File: src/rtl/motor_pwm_driver.sv
// motor_pwm_driver
//   N-channel H-bridge PWM driver for L293-style bridges. A free-running
//   period counter drives the PWM. Duty and direction commands are latched
//   into shadow registers only at period boundaries, so an update never cuts
//   a PWM pulse short. A direction reversal inserts DEADTIME cycles with the
//   enable held low. A per-channel brake forces a low-side brake until the
//   brake is released and the next boundary is reached.
//
//   Every output is registered from the next-cycle view of the counter and
//   the FSM. The value seen on a pin in a cycle therefore matches the counter
//   and channel state of that same cycle.
//
// Ports
//   clk          system clock
//   reset        asynchronous, active-low reset
//   sign[i]      direction command, 1 = forward (in_a=1, in_b=0)
//   duty         on-cycles per period, channel i at [i*DUTY_W +: DUTY_W]
//   brake[i]     brake request
//   enable_out   bridge enable (PWM)
//   in_a, in_b   bridge direction inputs
//   period_tick  one-cycle pulse while the counter is 0
//   debug_light  high while in reset, low after the first clock edge
module motor_pwm_driver #(
  parameter int NCH      = 2,
  parameter int DUTY_W   = 7,
  parameter int PERIOD   = 100,
  parameter int DEADTIME = 4
) (
  input  logic                  clk,
  input  logic                  reset,
  input  logic [NCH-1:0]        sign,
  input  logic [NCH*DUTY_W-1:0] duty,
  input  logic [NCH-1:0]        brake,
  output logic [NCH-1:0]        enable_out,
  output logic [NCH-1:0]        in_a,
  output logic [NCH-1:0]        in_b,
  output logic                  period_tick,
  output logic                  debug_light
);

  localparam int CNT_W = (PERIOD > 1) ? $clog2(PERIOD) : 1;
  localparam int SH_W  = $clog2(PERIOD + 1);
  localparam int DT_W  = (DEADTIME > 1) ? $clog2(DEADTIME) : 1;
  localparam logic [CNT_W-1:0] CNT_LAST = CNT_W'(PERIOD - 1);
  localparam logic [SH_W-1:0]  DUTY_MAX = SH_W'(PERIOD);
  localparam logic [DT_W-1:0]  DT_LAST  = DT_W'((DEADTIME > 0) ? DEADTIME - 1 : 0);

  typedef enum logic [1:0] {
    ST_DRIVE = 2'd0,
    ST_DEAD  = 2'd1,
    ST_BRAKE = 2'd2
  } state_e;

  logic [CNT_W-1:0] cnt_q, cnt_d;
  logic             boundary_s;
  logic             period_tick_q, period_tick_d;
  logic             debug_light_q, debug_light_d;

  logic [SH_W-1:0]  duty_sh_q [NCH];
  logic [SH_W-1:0]  duty_sh_d [NCH];
  logic [NCH-1:0]   sign_sh_q, sign_sh_d;
  logic [NCH-1:0]   cur_sign_q, cur_sign_d;
  state_e           state_q [NCH];
  state_e           state_d [NCH];
  logic [DT_W-1:0]  dt_q [NCH];
  logic [DT_W-1:0]  dt_d [NCH];
  logic [NCH-1:0]   enable_q, enable_d;
  logic [NCH-1:0]   in_a_q, in_a_d;
  logic [NCH-1:0]   in_b_q, in_b_d;

  // Period counter, boundary detect and tick/debug next values.
  always_comb begin
    boundary_s = (cnt_q == CNT_LAST);
    if (boundary_s) begin
      cnt_d = {CNT_W{1'b0}};
    end else begin
      cnt_d = cnt_q + CNT_W'(1);
    end
    period_tick_d = boundary_s;
    debug_light_d = 1'b0;
  end

  // Per-channel shadow latch, FSM next state and registered-output decode.
  always_comb begin
    for (int i = 0; i < NCH; i++) begin
      duty_sh_d[i]  = duty_sh_q[i];
      sign_sh_d[i]  = sign_sh_q[i];
      state_d[i]    = state_q[i];
      cur_sign_d[i] = cur_sign_q[i];
      dt_d[i]       = {DT_W{1'b0}};
      enable_d[i]   = 1'b0;
      in_a_d[i]     = 1'b0;
      in_b_d[i]     = 1'b0;

      // Saturate so that an oversized command means "always on".
      if (boundary_s) begin
        if (32'(duty[i*DUTY_W +: DUTY_W]) > 32'(PERIOD)) begin
          duty_sh_d[i] = DUTY_MAX;
        end else begin
          duty_sh_d[i] = SH_W'(duty[i*DUTY_W +: DUTY_W]);
        end
        sign_sh_d[i] = sign[i];
      end else begin
        duty_sh_d[i] = duty_sh_q[i];
      end

      // Brake overrides everything, including a simultaneous sign change.
      if (brake[i]) begin
        state_d[i] = ST_BRAKE;
      end else begin
        case (state_q[i])
          ST_DRIVE: begin
            if (boundary_s && (sign[i] != cur_sign_q[i]) && (DEADTIME > 0)) begin
              state_d[i] = ST_DEAD;
            end else if (boundary_s) begin
              cur_sign_d[i] = sign[i];
            end else begin
              state_d[i] = ST_DRIVE;
            end
          end
          ST_DEAD: begin
            // Direction is re-taken from the shadow even if it did not change.
            if (dt_q[i] == DT_LAST) begin
              state_d[i]    = ST_DRIVE;
              cur_sign_d[i] = sign_sh_q[i];
            end else begin
              dt_d[i] = dt_q[i] + DT_W'(1);
            end
          end
          ST_BRAKE: begin
            if (boundary_s && (DEADTIME > 0)) begin
              state_d[i] = ST_DEAD;
            end else if (boundary_s) begin
              state_d[i]    = ST_DRIVE;
              cur_sign_d[i] = sign[i];
            end else begin
              state_d[i] = ST_BRAKE;
            end
          end
          default: begin
            state_d[i] = ST_DRIVE;
          end
        endcase
      end

      // Decode from next-cycle values so the pins line up with cnt/state.
      case (state_d[i])
        ST_DRIVE: begin
          enable_d[i] = (32'(cnt_d) < 32'(duty_sh_d[i]));
          in_a_d[i]   = cur_sign_d[i];
          in_b_d[i]   = ~cur_sign_d[i];
        end
        ST_DEAD: begin
          enable_d[i] = 1'b0;
          in_a_d[i]   = cur_sign_d[i];
          in_b_d[i]   = ~cur_sign_d[i];
        end
        ST_BRAKE: begin
          enable_d[i] = 1'b1;
          in_a_d[i]   = 1'b0;
          in_b_d[i]   = 1'b0;
        end
        default: begin
          enable_d[i] = 1'b0;
          in_a_d[i]   = 1'b0;
          in_b_d[i]   = 1'b0;
        end
      endcase
    end
  end

  // State and output registers.
  always_ff @(posedge clk or negedge reset) begin
    if (!reset) begin
      cnt_q         <= {CNT_W{1'b0}};
      period_tick_q <= 1'b0;
      debug_light_q <= 1'b1;
      sign_sh_q     <= {NCH{1'b0}};
      cur_sign_q    <= {NCH{1'b0}};
      enable_q      <= {NCH{1'b0}};
      in_a_q        <= {NCH{1'b0}};
      in_b_q        <= {NCH{1'b0}};
      for (int i = 0; i < NCH; i++) begin
        duty_sh_q[i] <= {SH_W{1'b0}};
        state_q[i]   <= ST_DRIVE;
        dt_q[i]      <= {DT_W{1'b0}};
      end
    end else begin
      cnt_q         <= cnt_d;
      period_tick_q <= period_tick_d;
      debug_light_q <= debug_light_d;
      sign_sh_q     <= sign_sh_d;
      cur_sign_q    <= cur_sign_d;
      enable_q      <= enable_d;
      in_a_q        <= in_a_d;
      in_b_q        <= in_b_d;
      for (int i = 0; i < NCH; i++) begin
        duty_sh_q[i] <= duty_sh_d[i];
        state_q[i]   <= state_d[i];
        dt_q[i]      <= dt_d[i];
      end
    end
  end

  assign enable_out  = enable_q;
  assign in_a        = in_a_q;
  assign in_b        = in_b_q;
  assign period_tick = period_tick_q;
  assign debug_light = debug_light_q;

endmodule

File: config.mk
export PLATFORM = sky130hd
export DESIGN_NAME = motor_pwm_driver
export DESIGN_NICKNAME = d
export VERILOG_FILES = /design/src/rtl/motor_pwm_driver.sv
export SDC_FILE = /design/constraint.sdc
export NUM_CORES = 1
export LEC_CHECK = 0
export CELL_PAD_IN_SITES_DETAIL_PLACEMENT = 1
export CELL_PAD_IN_SITES_GLOBAL_PLACEMENT = 1
export CORE_MARGIN = 4
export CORE_UTILIZATION = 35
export DETAILED_ROUTE_END_ITERATION = 16
export GPL_ROUTABILITY_DRIVEN = 0
export HOLD_SLACK_MARGIN = 0.08
export PLACE_DENSITY = 0.65
export SYNTH_ARGS = -nofsm -noshare
export SYNTH_HDL_FRONTEND = slang
export SYNTH_SLANG_ARGS = --single-unit
File: constraint.sdc
create_clock -name clk -period 3.5 [get_ports clk]
set_input_delay 0.35 -clock clk [delete_from_list [all_inputs] [get_ports clk]]
set_output_delay 0.35 -clock clk [all_outputs]
set_load 0.02 [all_outputs]
After elaboration in Yosys (flattened, before gate mapping)
Cells that the tools add are included.
Storage, ports and cells
  register bits: 41
  output and inout port bits: 8
  bits of input ports: 20
Operators by class
  add/subtract/negate cells: 3
  bitwise logic cells: 2
  eq/ne operators: 13
  order comparisons: 4
  multiplexer cells: 38
  reduce and logical (&&, ||, !) cells: 8
Operator list (count)
  7-bit two-way mux: 5
  2-bit two-way mux: 15
  7-bit greater-than comparator, second input constant: 2
  7-bit < comparator: 2
  2-bit == test, second input constant: 6
  1-bit two-way mux: 12
  2-bit case mux with 3 select lines: 2
  2-bit by 1-bit == test with 1-bit output, second input constant: 4
  2-bit logical NOT: 4
  1-bit case mux with 2 select lines: 4
  7-bit by 1-bit adder with 7-bit output, second input constant: 1
  7-bit == test, second input constant: 1
  2-bit by 1-bit adder with 2-bit output, second input constant: 2
  2-bit OR reduction: 2
  1-bit logical AND: 2
  1-bit != test: 2
  1-bit NOT: 2

Depth between registers and ports, before layout
  word-level depth: 8
  depth in mapped cells: 12
  depth with buffers taken out: 10

Worst setup path before layout
Ideal clock, no wire load.
  kind: register to register
  start point: register cnt_q[0]
  end point: register enable_q[0] (netlist: enable_out[0])
  data required time: 3396 ps
  stages on the path, launching flop included: 12
  buffers on the path: 1
  setup time: 104 ps
  slack: 974 ps
  data arrival time: 2422 ps
  cell sequence: dfrtp_1 ha_1 and3_1 nand2_1 buf_4 inv_1 a21oi_1 ha_1 a21oi_1 nand2_1 a211o_1 a221oi_1
On the way
  elaborated cells on any way between the ends: 14
  classes of those cells: 1 x add/sub; 1 x order compare; 2 x eq/ne; 8 x mux; 2 x reduce/logical
RTL lines
  start, declared: RTL line 54  | logic [CNT_W-1:0] cnt_q, cnt_d;
  start signal, assigned: RTL line 175  | cnt_q <= {CNT_W{1'b0}};
  start signal, assigned: RTL line 189  | cnt_q <= cnt_d;
  7-bit == test: RTL line 73  | boundary_s = (cnt_q == CNT_LAST);
  named net boundary_s: RTL line 55  | logic boundary_s;
  7-bit two-way mux: RTL line 74  | if (boundary_s) begin
  named net cnt_d[5]: RTL line 54
  7-bit < comparator: RTL line 149  | enable_d[i] = (32'(cnt_d) < 32'(duty_sh_d[i]));
  1-bit case mux with 2 select lines: RTL line 147  | case (state_d[i])
  named net enable_d[0]: RTL line 67  | logic [NCH-1:0] enable_q, enable_d;
  end signal, assigned: RTL line 180  | enable_q <= {NCH{1'b0}};
  end signal, assigned: RTL line 194  | enable_q <= enable_d;
  end, declared: RTL line 67
The timed path passes the listed nets, and every way through them passes these cells.
A chain may end at the register's enable or synchronous reset.

Final worst setup path
  start point: register cnt_q[0]
  end point: register enable_q[0] (netlist: enable_out[0])
On the way
  cells in the longest elaborated chain, start to end: 7
  elaborated cells on any way between the ends: 14
  classes of those cells: 1 x add/sub; 1 x order compare; 2 x eq/ne; 8 x mux; 2 x reduce/logical
RTL lines (RTL line)
  branches (longest 6 deep; another with 7-bit by 1-bit adder with 7-bit output)
  1-bit case mux with 2 select lines (*): 147
  named net enable_d[0]: 67
Mark *: on every way through the listed nets, which the timed path passes.

==> summary.md <==
| Metric | Value |
|---|---|
| Nets@finish | 258 |
| Die height | 84.5 µm |
| Root buf cell | clkbuf_8 |
| Vias in the first global route | 1641 |
| Final Cycle Share | 0.802 |
| Worst-path clk slew | 80 ps |
| Post-route DRC violation count | 0 |
| Crit path required time | 3690 ps |
| Syn_nets | 228 |
| Final min period | 2810 ps |
| Kind of critical path | reg -> reg |
| Detail Placement HPWL | 3740 µm |
| H-tree depth | 2 |
| Crit path max-delay family | compound AO/OA/AOI/OAI gates |
| Max FO, Critical Path | 11 |
| Synthesized area | 2050 µm² |
| Vias | 1491 |
| WL/cell | 15.9 µm |
| Worst R2R Start | cnt_q[0] |
| Max clock buf depth | 2 |
| Cell with the most instances after synthesis | dfrtp_1 |
| Remaining Overflow, GRT | 0 |
| Register area share after synthesis | 0.502 |
| Antenna viol nets, final | 0 |
| Setup crit start kind | flip-flop |
| Hold WS | 191 ps |
| Post-synth EDFFs | 0 |
| Fill cells | 637 |
| Cell Pwr Density | 393 nW/µm² |
| Port Buf Inserts | 27 |
| Vias per cell | 5.04 |
| # IOs | 28 |
| Horiz. Die Dim | 84.5 µm |
| Antenna violations before repair | 0 |
| Share of layout cells above drive strength 1 | 0.0893 |
| Met2 usage | 0.233 |
| Slowest stage cell, crit path | dfrtp_1 |
| DRT Pass-1 Iters | 4 |
| Hold Crit Class | in -> async |
| Initial core utilization | 0.367 |
| Crit path largest cell delay | 440 ps |
| Dpl ws | 729 ps |
| Setup bufs post-CTS | 0 |
| TNS Setup | 0 ps |
| Slew HR | 0.388 |
| Met3 usage | 0.0353 |
| Clock Sinks | 41 |
| Final hold viol count | 0 |
| Static leakage | 1.17 nW |
| Final Instance Area | 2500 µm² |
| Max VDD drop | 0.205 mV |
| Cell Area, Placed | 2360 µm² |
| Post-synth top area cell | dfrtp_1 |
| Share of the synthesized area in the top cell type | 0.489 |
| Number of CTS-inserted buffers | 5 |
| Core area | 5570 µm² |
| TritonCTS clock tree | done |
| Worst Skew | 4.92 ps |
| Peak Freq | 356 MHz |
| Clock latency on the worst-skew pair | 290 ps |
| Area growth, synth to finish | 22.0% |
| Largest cells by area after synthesis | dfrtp_1, ha_1, nand2_1 |
| Post-Route WL | 4700 µm |
| Starting DRT DRC Count | 36 |
| Final setup violation count | 0 |
| Row count | 27 |
| #FFs+latches synth | 41 |
| Cell variety after synth | 47 |
| PostCTS Resize Cnt | 0 |
| Measured slew at the worst slew-check pin | 918 ps |
| Dominant synthesized flop cell | dfrtp_1 |
| Max cap viols | 0 |
| Cell Chain, Critical Path | ha_1 > and3_1 > nand2_1 > buf_4 > mux2i_1 > ha_1 > a21oi_1 > nand2_1 > a211o_1 > a221oi_1 |
| Largest net degree at the start of global routing | 42 |
| First-pass GRT wire length | 7910 µm |
| Post-synth ARST share | 1.00 |
| Grt peak-use layer | met2 |
| Crit path DAT | 3000 ps |
| Max Transition Viols Final | 0 |
| Setup crit end kind | flip-flop |
| Setup crit start | cnt_q[0] |
| Ant diodes | 0 |
| Area of the die | 7130 µm² |
| Core Util, Final | 0.448 |
| RSZ-0062 raised after global routing | no |
| Synth top cells by count | dfrtp_1, nand2_1, ha_1 |
| Worst Slack Setup Final | 692 ps |
| Synth warn | 0 |
| Status | completed |
| Syn Inst Count | 193 |
| # hold bufs at CTS | 0 |
| Met1 usage | 0.180 |
| Worst path bufs/invs | 1 |
| Overall routing resource usage | 0.138 |
| Mapped Avg Cell Area | 10.6 µm² |
## worst reg2reg max path: stages (launching register included)
cell,delay [ps]
dfrtp_1,440
ha_1,300
and3_1,200
nand2_1,170
buf_4,230
mux2i_1,290
ha_1,300
a21oi_1,150
nand2_1,70
a211o_1,280
a221oi_1,270
## power breakdown
group / switching, W / internal [W] / total (W) / leakage (nW)
Sequential: 0.00000168 / 0.000478 / 0.000480 / 0.474
Clock: 0.000160 / 0.000283 / 0.000443 / 0.0681
Combinational: 0.0000289 / 0.0000278 / 0.0000567 / 0.628
Total: 0.000191 / 0.000789 / 0.000980 / 1.17
## final cells by class
class	count	area, µm²	area share
Sequential cell	41	1030	0.412
Clock inverter	3	65.1	0.0261
Tap cell	72	90.1	0.0361
Timing Repair Buffer	29	280	0.112
Clock buffer	5	68.8	0.0276
Multi-Input combinational cell	135	923	0.370
Inverter	11	41.3	0.0165
## cells in the final DEF, fill, tap and decap left out, types with 3 or more instances in the layout
cell type,synthesis,layout
dfrtp_1,40,40
nand2_1,28,28
clkdlybuf4s50_1,0,26
ha_1,15,15
inv_1,11,11
o21ai_0,8,8
nor2_1,8,8
nand3_1,8,8
a21oi_1,8,8
o21a_1,6,6
mux2i_1,6,6
clkbuf_8,0,5
nor3b_1,4,4
nor3_1,3,3
nand4_1,3,3
or3_1,3,3
a211oi_1,3,3
and2_1,3,3
## cell families (layout without fill, tap and decap cells)
kind of cell,count (synthesis),after routing,share of synthesized area
AOI/OAI and AO/OA,41,41,0.142
xor gates and xnor gates,4,4,0.0171
adders and majority gates,15,15,0.0917
buffers and inverters,17,48,0.0465
DFF,41,41,0.502
muxes,7,7,0.0349
other,1,1,0.00183
and+or+nand+nor,67,67,0.164
## registers in the layout, summed over array words and instances, names as in the netlist
name,count
sign_sh_q,2
dt_q,4
state_q,4
cur_sign_q,2
duty_sh_q,14
debug_light,1
cnt_q,7
period_tick,1
in_a,2
enable_out,2
in_b,2
## path summary, 6_finish.rpt
check	endpoint	slack, ps	cells past startpoint
max	enable_out[0]	690	10
min	dt_q[1]	190	1
max reg2reg	enable_out[0]	690	10
min reg2reg	dt_q[0]	440	1
max in group asynchronous	cnt_q[5]	2740	1
min in group clk	dt_q[0]	440	1
## layer usage
| layer | vias to the layer above | share of wire |
|---|---|---|
| met1 | 731 | 0.48 |
| met3 | 4 | 0.019 |
| met4 | 0 | 0.0081 |
| met2 | 11 | 0.49 |
| li1 | 745 | - |
| met5 | - | 0 |
## through the flow
step / cells / total power (W)
after floorplan: 193 / 0.000505
after global placement: 288 / 0.000547
after detailed placement: 288 / 0.000547
after CTS: 296 / 0.000997
after global routing: 296 / 0.00102
final: 296 / 0.000980
Note: power is estimated with default switching activity, not from simulation.
